$ cat src/rtl/tl_arb_pkg.sv
// ------------------------------------------------------------------
// tl_arb_pkg : shared types and constants for the request arbiter
// rev 1.0
// ------------------------------------------------------------------
`default_nettype none

package tl_arb_pkg;

  localparam int TL_DATA_W = 32;

  typedef enum logic [1:0] {
    IDLE  = 2'd0,
    ISSUE = 2'd1,
    WAIT  = 2'd2,
    DONE  = 2'd3
  } arb_state_t;

  // "byte" is a reserved word, hence byte_en
  typedef struct packed {
    logic                 wr;
    logic [3:0]           byte_en;
    logic [3:0]           addr;
    logic [TL_DATA_W-1:0] wdata;
  } arb_cmd_t;

endpackage

`default_nettype wire

$ cat src/rtl/tl_req_arbiter_rr_pick.sv
// ------------------------------------------------------------------
// rr_pick : combinational round-robin picker, search starts after last_i
// rev 1.0
// ------------------------------------------------------------------
`default_nettype none

module rr_pick #(
  parameter int N  = 2,
  parameter int IW = $clog2(N)
) (
  input  logic [N-1:0]  req_i,
  input  logic [IW-1:0] last_i,
  output logic [N-1:0]  gnt_o,
  output logic          valid_o
);

  always_comb begin
    gnt_o   = '0;
    valid_o = 1'b0;
    for (int k = 1; k <= N; k++) begin
      for (int i = 0; i < N; i++) begin
        if (!valid_o && req_i[i] && (((int'(last_i) + k) % N) == i)) begin
          gnt_o[i] = 1'b1;
          valid_o  = 1'b1;
        end
      end
    end
  end

endmodule

`default_nettype wire

$ cat src/rtl/tl_req_arbiter.sv
// ------------------------------------------------------------------
// tl_req_arbiter : shares the TileLink master command port among N requesters
// rev 1.0
// ------------------------------------------------------------------
`default_nettype none

module tl_req_arbiter
  import tl_arb_pkg::*;
#(
  parameter int N       = 2,
  parameter int TIMEOUT = 64
) (
  input  logic                   clk,
  input  logic                   rst,
  input  logic [N-1:0]           rq_valid,
  input  logic [N-1:0]           rq_wr,
  input  logic [4*N-1:0]         rq_byte,
  input  logic [4*N-1:0]         rq_addr,
  input  logic [TL_DATA_W*N-1:0] rq_wdata,
  output logic [N-1:0]           rq_done,
  output logic                   rq_err,
  output logic [TL_DATA_W-1:0]   rq_rdata,
  output logic                   m_wr,
  output logic                   m_rd,
  output logic [3:0]             m_byte,
  output logic [3:0]             m_addr,
  output logic [TL_DATA_W-1:0]   m_wdata,
  input  logic                   m_rdata_v,
  input  logic [TL_DATA_W-1:0]   m_rdata,
  input  logic                   m_trans_over
);

  localparam int c_IW = $clog2(N);
  localparam int c_TW = $clog2(TIMEOUT + 1);

  arb_state_t           state_q, state_d;
  logic [c_IW-1:0]      idx_q, idx_d;
  logic [c_IW-1:0]      last_q, last_d;
  arb_cmd_t             cmd_q, cmd_d;
  logic [c_TW-1:0]      timer_q, timer_d;
  logic                 m_wr_q, m_wr_d;
  logic                 m_rd_q, m_rd_d;
  logic [N-1:0]         rq_done_q, rq_done_d;
  logic                 rq_err_q, rq_err_d;
  logic [TL_DATA_W-1:0] rq_rdata_q, rq_rdata_d;

  logic [N-1:0]         w_pick_gnt;
  logic                 w_pick_valid;
  logic [c_IW-1:0]      w_pick_idx;
  arb_cmd_t             w_pick_cmd;
  logic                 w_grant;
  logic                 w_rd_cpl;
  logic                 w_wr_cpl;
  logic                 w_cpl;
  logic                 w_tmo;

  rr_pick #(
    .N  (N),
    .IW (c_IW)
  ) u_rr_pick (
    .req_i   (rq_valid),
    .last_i  (last_q),
    .gnt_o   (w_pick_gnt),
    .valid_o (w_pick_valid)
  );

  always_comb begin
    w_pick_idx = '0;
    w_pick_cmd = '0;
    for (int i = 0; i < N; i++) begin
      if (w_pick_gnt[i]) begin
        w_pick_idx         = c_IW'(i);
        w_pick_cmd.wr      = rq_wr[i];
        w_pick_cmd.byte_en = rq_byte[4*i +: 4];
        w_pick_cmd.addr    = rq_addr[4*i +: 4];
        w_pick_cmd.wdata   = rq_wdata[TL_DATA_W*i +: TL_DATA_W];
      end
    end
  end

  assign w_grant  = (state_q == IDLE) && m_trans_over && w_pick_valid;
  assign w_rd_cpl = !cmd_q.wr && m_rdata_v;
  // the master still reports the previous idle level in the first WAIT cycle
  assign w_wr_cpl = cmd_q.wr && m_trans_over && (timer_q != '0);
  assign w_cpl    = w_rd_cpl || w_wr_cpl;
  assign w_tmo    = (timer_q == c_TW'(TIMEOUT - 1));

  always_ff @(posedge clk or posedge rst) begin
    if (rst) begin
      state_q <= IDLE;
    end else begin
      state_q <= state_d;
    end
  end

  always_comb begin
    state_d = state_q;
    case (state_q)
      IDLE:    if (w_grant) state_d = ISSUE;
      ISSUE:   state_d = WAIT;
      WAIT:    if (w_cpl || w_tmo) state_d = DONE;
      DONE:    state_d = IDLE;
      default: state_d = IDLE;
    endcase
  end

  always_comb begin
    idx_d      = idx_q;
    last_d     = last_q;
    cmd_d      = cmd_q;
    timer_d    = timer_q;
    m_wr_d     = 1'b0;
    m_rd_d     = 1'b0;
    rq_done_d  = '0;
    rq_err_d   = 1'b0;
    rq_rdata_d = '0;
    case (state_q)
      IDLE: begin
        if (w_grant) begin
          idx_d  = w_pick_idx;
          cmd_d  = w_pick_cmd;
          m_wr_d = w_pick_cmd.wr;
          m_rd_d = !w_pick_cmd.wr;
        end
      end
      ISSUE: begin
        timer_d = '0;
      end
      WAIT: begin
        timer_d = timer_q + 1'b1;
        if (w_cpl || w_tmo) begin
          rq_done_d[idx_q] = 1'b1;
          rq_err_d         = !w_cpl;
          rq_rdata_d       = w_rd_cpl ? m_rdata : '0;
        end
      end
      DONE: begin
        last_d = idx_q;
      end
      default: ;
    endcase
  end

  always_ff @(posedge clk or posedge rst) begin
    if (rst) begin
      idx_q      <= '0;
      last_q     <= c_IW'(N - 1);
      cmd_q      <= '0;
      timer_q    <= '0;
      m_wr_q     <= 1'b0;
      m_rd_q     <= 1'b0;
      rq_done_q  <= '0;
      rq_err_q   <= 1'b0;
      rq_rdata_q <= '0;
    end else begin
      idx_q      <= idx_d;
      last_q     <= last_d;
      cmd_q      <= cmd_d;
      timer_q    <= timer_d;
      m_wr_q     <= m_wr_d;
      m_rd_q     <= m_rd_d;
      rq_done_q  <= rq_done_d;
      rq_err_q   <= rq_err_d;
      rq_rdata_q <= rq_rdata_d;
    end
  end

  assign m_wr     = m_wr_q;
  assign m_rd     = m_rd_q;
  assign m_byte   = cmd_q.byte_en;
  assign m_addr   = cmd_q.addr;
  assign m_wdata  = cmd_q.wdata;
  assign rq_done  = rq_done_q;
  assign rq_err   = rq_err_q;
  assign rq_rdata = rq_rdata_q;

endmodule

`default_nettype wire
$ cat config.mk
export PLATFORM = sky130hd
export DESIGN_NAME = tl_req_arbiter
export DESIGN_NICKNAME = d
export VERILOG_FILES = /design/src/rtl/tl_arb_pkg.sv /design/src/rtl/tl_req_arbiter_rr_pick.sv /design/src/rtl/tl_req_arbiter.sv
export SDC_FILE = /design/constraint.sdc
export NUM_CORES = 1
export LEC_CHECK = 0
export CAP_MARGIN = 20
export CORE_MARGIN = 8
export CORE_UTILIZATION = 43
export CTS_BUF_LIST = sky130_fd_sc_hd__clkbuf_16
export DETAILED_ROUTE_END_ITERATION = 7
export MAX_ROUTING_LAYER = met4
export PLACE_DENSITY = 0.94
export SKIP_LAST_GASP = 1
export SLEW_MARGIN = 0
export SYNTH_ARGS = -nofsm -noshare
export SYNTH_HDL_FRONTEND = slang
export SYNTH_SLANG_ARGS = --single-unit
$ cat constraint.sdc
create_clock -name clk -period 6.53 [get_ports clk]
set_clock_uncertainty 0.15 [all_clocks]
set_input_delay 1.306 -clock clk [delete_from_list [all_inputs] [get_ports clk]]
set_output_delay 1.306 -clock clk [all_outputs]
set_load 0.005 [all_outputs]
==> results of run 1 <==
cells by family after synthesis:
family | count (synthesis) | share of synthesized area, %
AOI/OAI and AO/OA | 58 | 11.4
DFF | 89 | 58.1
muxes | 4 | 1.24
buffers and inverters | 67 | 10.5
adders and majority gates | 5 | 1.63
xor gates and xnor gates | 1 | 0.229
and+or+nand+nor | 138 | 16.8
registers in the layout, indices dropped and copies added (netlist names):
name	count
cmd_q	1
idx_q	1
last_q	1
m_addr	4
m_byte	4
m_rd	1
m_wdata	32
m_wr	1
rq_done	2
rq_err	1
rq_rdata	32
state_q	2
timer_q	7
final timing paths:
| path | cells past startpoint | slack (ps) | from | end |
|---|---|---|---|---|
| worst min register to register | 2 | 310 | m_addr[3] | m_addr[3] |
| max in group asynchronous | 3 | 3970 | rst | rq_rdata[29] |
| worst max register to register | 6 | 4320 | timer_q[0] | state_q[1] |
| worst max-delay path | 5 | 3720 | rq_valid[0] | state_q[1] |
| min in group asynchronous | 2 | 1200 | rst | rq_rdata[25] |
| worst min-delay path | 2 | 310 | m_addr[3] | m_addr[3] |
metrics by stage:
stage	total power [uW]	hold slack, ps	setup slack [ps]
finish	2020	312	3720
global placement	1520	298	3390
floorplan	1260	290	2770
detailed placement	1560	305	3370
global route	2160	335	3640
CTS	2050	318	3720
critical path, stage by stage:
cell and delay [ps]:
clkdlybuf4s50_1 460, o211ai_1 190, buf_4 410, a32oi_1 170, mux2_4 330
cells in the final DEF (no fill, tap or decap), types with 3 or more instances in the layout:
| cell | count |
|---|---|
| a21oi_1 | 3 |
| a22oi_1 | 40 |
| and2_1 | 32 |
| and3_1 | 3 |
| buf_4 | 4 |
| clkbuf_16 | 9 |
| clkdlybuf4s50_1 | 196 |
| dfrtp_1 | 88 |
| ha_1 | 5 |
| inv_1 | 8 |
| nand2_1 | 87 |
| nand3_1 | 3 |
| nor2_1 | 3 |
| o21ai_0 | 5 |
report_power, final:
part	internal (uW)	leakage, uW	switching [uW]
combinational	425	0.00140	316
sequential	711	0.00117	85.2
clock	292	0.000142	193
total	1430	0.00271	594
metal layers:
layer  global-route usage, %  share of wire (%)  wire (um)
met2                    29.5                 50       5260
met1                    18.7                 40       4190
met3                    7.31                8.9        935
met4                    5.86                1.3        134
met5                       -                  0          0
area by class of cell:
class                      instances  area (sq um)
fill                             645          2800
clock inverter                     7          62.6
antenna                            1          2.50
sequential                        89          2230
inverter                           8          31.3
tap                              108           135
multi-input combinational        206          1200
clock buffer                       9           225
timing repair buffer             200          1990
==> summary.md, run 1 <==
| Metric | Value |
|---|---|
| Slew @ Worst Pin | 819 ps |
| Period utilization | 43.0% |
| Core area | 0.00868 sq mm |
| Max-cap violation count | 0 |
| Initial Util | 44.2% |
| RSZ-0062 raised after global routing | no |
| Clk_lat worst skew | 320 ps |
| Post-synth EDFFs | 0 |
| Final hold viol count | 0 |
| Syn_area_per_cell | 10.6 sq um |
| Drt first pass iters | 5 |
| Fmax | 356 MHz |
| Final period demand of the worst path | 2810 ps |
| IO buf count | 196 |
| Gr ovfl total | 0 |
| Layout cells sized above 1 | 4.62% |
| Clock Path Buffers | 2 |
| Hold buffer count at CTS | 0 |
| Post-CTS setup buffers | 0 |
| Clock root cell | clkbuf_16 |
| Post-CTS Resized | 0 |
| Final core occ | 67.7% |
| Cell taking the most area after synthesis | dfrtp_1 |
| WP data required | 6590 ps |
| Vias in the first global route | 3409 |
| Die Area | 0.0122 sq mm |
| CTS tree | done |
| DR vias/cell | 4.93 |
| Tot GR Track Use | 17.7% |
| Syn Std Cell Area | 0.00383 sq mm |
| Via count | 3094 |
| Cells after synthesis | 362 |
| Core Rows | 34 |
| Gpl congestion | 0.788 |
| Commonest cells in the netlist | dfrtp_1 (88), nand2_1 (87), a22oi_1 (40), buf_4 (40), and2_1 (32) |
| CTS buffer count | 9 |
| # nets final | 639 |
| Post-synth top area share | 57.5% |
| Slew Limit Fails | 0 |
| Ranking of synthesized cells by area | dfrtp_1 (57%), nand2_1 (8.5%), a22oi_1 (7.8%) |
| Post-DP HPWL | 8.36 mm |
| Die Span Y | 110 um |
| Placement Cell Area | 0.00559 sq mm |
| Drt total wl | 10.5 mm |
| CTS sink cnt | 89 |
| Synth warn | 0 |
| Netlist cell types | 34 |
| Synth Flop Type | dfrtp_1 |
| Pleak | 0.00271 uW |
| Largest net degree at the start of global routing | 54 |
| Pwr Density | 344 mW/mm^2 |
| H-tree depth | 3 |
| Detail Route Antenna Nets | 0 |
| Register area share after synthesis | 58.1% |
| Fraction of registers with async set/reset | 100% |
| Crit start category | input port |
| Worst Hold Class | reg -> reg |
| Status | finished clean |
| Crit path kind | in -> reg |
| Num ports | 197 |
| Die Span X | 110 um |
| Global-route wire length before repair | 17.1 mm |
| Initial antenna violation count | 1 |
| Syn nets | 487 |
| Yosys reg bits | 89 |
| CTS clock-pin slew for the worst setup and hold paths | 60 ps |
| Final setup fails | 0 |
| Post-DR wirelength/cell | 16.8 um |
| Arrival time worst endpoint | 2860 ps |
| Setup_tns | 0 ps |
| Crit end category | flop |
| DR DRC count | 0 |
| Top-count cell post-synth | dfrtp_1 |
| Non-Filler Instances | 628 |
| Max rail drop VDD | 160 uV |
| Slew headroom | 45.4% |
| Drt first-iter violations | 198 |
| Area Growth Syn to Fin | 53.4% |
| Finished Cell Area | 0.00588 sq mm |
| Crit-path max FO | 45 |
| Inst Count DP | 611 |
Note: power is estimated with default switching activity, not from simulation.
==> run 2: changes to the inputs <==
CORE_UTILIZATION = 36   (was 43)
PLACE_DENSITY = 0.85   (was 0.94)
clock period = 2.45 ns   (was 6.53 ns; I/O delays follow)
==> run 2 against run 1 <==
Clock power increased to 2.7 times the previous value; non-clock buffer count grew 4; die area increased by 17%; clock-buffer cell count unchanged; total power increased to 2.7 times the previous value; critical endpoint unchanged; routed wire length rose by 8.6%; sequential power increased to 2.7 times the previous value; critical path depth grew 1; critical path type is now reg -> reg; highest routed layer unchanged; register-to-register slack got worse by 4100 ps; via count up 3.4%; utilization shrank 10 points.
==> summary.md, run 2 (synthesis results as in run 1) <==
| Metric | Value |
|---|---|
| Buf/Inv on CP | 1 |
| Final core occ | 57.8% |
| Global-route wire length before repair | 18.4 mm |
| Inst Count DP | 643 |
| CTS clock-pin slew for the worst setup and hold paths | 60 ps |
| H-tree depth | 3 |
| Post-CTS setup buffers | 0 |
| Crit end category | flop |
| Fmax | 447 MHz |
| CTS sink cnt | 89 |
| Core area | 0.0103 sq mm |
| Worst hold start | m_wdata[27] |
| # nets final | 643 |
| DR vias/cell | 4.85 |
| Die Span X | 119 um |
| Ant diodes | 0 |
| R2R Setup Slk | 220 ps |
| Gr ovfl total | 0 |
| Setup_tns | 0 ps |
| Slew @ Worst Pin | 485 ps |
| Slew Limit Fails | 0 |
| Crit start category | flop |
| Max-cap violation count | 0 |
| Pwr Density | 911 mW/mm^2 |
| Drt first pass iters | 6 |
| Slew headroom | 67.7% |
| Initial antenna violation count | 0 |
| Post-DP HPWL | 9.07 mm |
| Final hold viol count | 0 |
| Reg2reg end | state_q[1] |
| Min-Delay Path Depth | 2 |
| Pleak | 0.00274 uW |
| Drt total wl | 11.4 mm |
| CP max stage cell | or4b_4 |
| Area Growth Syn to Fin | 55.6% |
| Post-DR wirelength/cell | 17.3 um |
| Largest net degree at the start of global routing | 52 |
| Crit-path max FO | 4 |
| Layout cells sized above 1 | 5.16% |
| Clock root cell | clkbuf_16 |
| CTS buffer count | 9 |
| Die Span Y | 119 um |
| Max rail drop VDD | 398 uV |
| Period utilization | 91.2% |
| Vias in the first global route | 3625 |
| Initial Util | 37.1% |
| Crit-path max cell delay | 470 ps |
| Drt first-iter violations | 217 |
| Worst Hold Class | reg -> reg |
| Hold buffer count at CTS | 0 |
| Core Rows | 37 |
| Fill count | 851 |
| Num ports | 197 |
| Post-CTS Resized | 0 |
| Crit path cell chain | inv_1 -> ha_1 -> or4b_4 -> o41ai_4 -> a32oi_1 -> mux2_4 |
| Commonest non-fill, non-tap cell in the layout | clkdlybuf4s50_1 |
| Detail Route Antenna Nets | 0 |
| WP data required | 2510 ps |
| RSZ-0062 raised after global routing | no |
| Commonest non-fill, non-tap cells in the layout | clkdlybuf4s50_1 (196), dfrtp_1 (88), nand2_1 (87), a22oi_1 (40), and2_1 (32) |
| Status | finished clean |
| Top delay family on crit path | compound AO/OA/AOI/OAI gates |
| R2R depth | 6 |
| FF-to-FF Start | timer_q[0] |
| DR DRC count | 0 |
| Final period demand of the worst path | 2230 ps |
| Tot GR Track Use | 16.6% |
| Clock Path Buffers | 2 |
| Final setup fails | 0 |
| Die Area | 0.0142 sq mm |
| Non-Filler Instances | 659 |
| CTS tree | done |
| Clk_lat worst skew | 320 ps |
| Worst hold endpoint | m_wdata[27] |
| Fin Hold WS | 314 ps |
| IO buf count | 196 |
| Gpl congestion | 0.833 |
| Arrival time worst endpoint | 2300 ps |
| Via count | 3198 |
| Crit path kind | reg -> reg |
==> run 2: cell types whose count changed in the layout (fill, tap and decap cells not counted), sizes merged <==
cell / change
inv: +2
diode: -1
clkinv: -2
buf: +4
==> run 2: worst max-delay path by stage <==
stage	slack (ps)	cells past startpoint	start	end
after floorplan	370	6	timer_q[0]	state_q[1]
after global placement	250	5	m_trans_over	state_q[1]
after detailed placement	210	5	m_trans_over	state_q[1]
after CTS	230	6	timer_q[0]	state_q[1]
after global routing	160	6	timer_q[1]	state_q[1]
final	220	6	timer_q[0]	state_q[1]
==> run 2: stage by stage <==
step	instance area, sq um	total power (uW)	setup WS, ps
CTS	5960	5520	226
global placement	5680	4080	253
detailed placement	5680	4190	211
finish	5960	5430	215
floorplan	3840	3350	369
global route	5960	5790	159
==> run 2: per-layer routing <==
layer / track usage, % / routed length (um)
met5: - / 0
met4: 5.45 / 173
met2: 28.5 / 5680
met3: 7.42 / 1310
met1: 16.6 / 4270
==> run 2: report_power, final <==
group	internal [uW]	leakage [uW]	switching [uW]	total, uW
clock	772	0.000150	530	1300
sequential	1900	0.00117	232	2130
combinational	1160	0.00142	843	2000
==> run 2: worst reg2reg max path, cell delays in order, from the launching register on <==
cell and delay [ps]:
dfrtp_1 400, inv_1 100, ha_1 150, or4b_4 470
o41ai_4 320, a32oi_1 210, mux2_4 330
==> run 2: area by class of cell <==
cell class | count | area (sq um) | share of cell area (%)
well taps | 136 | 170 | 2.85
repair buffers | 204 | 2050 | 34.3
inverters | 8 | 33.8 | 0.567
clock buffers | 9 | 225 | 3.78
multi-input cells | 206 | 1200 | 20.2
flip-flops and latches | 89 | 2230 | 37.4
clock inverters | 7 | 55.1 | 0.923
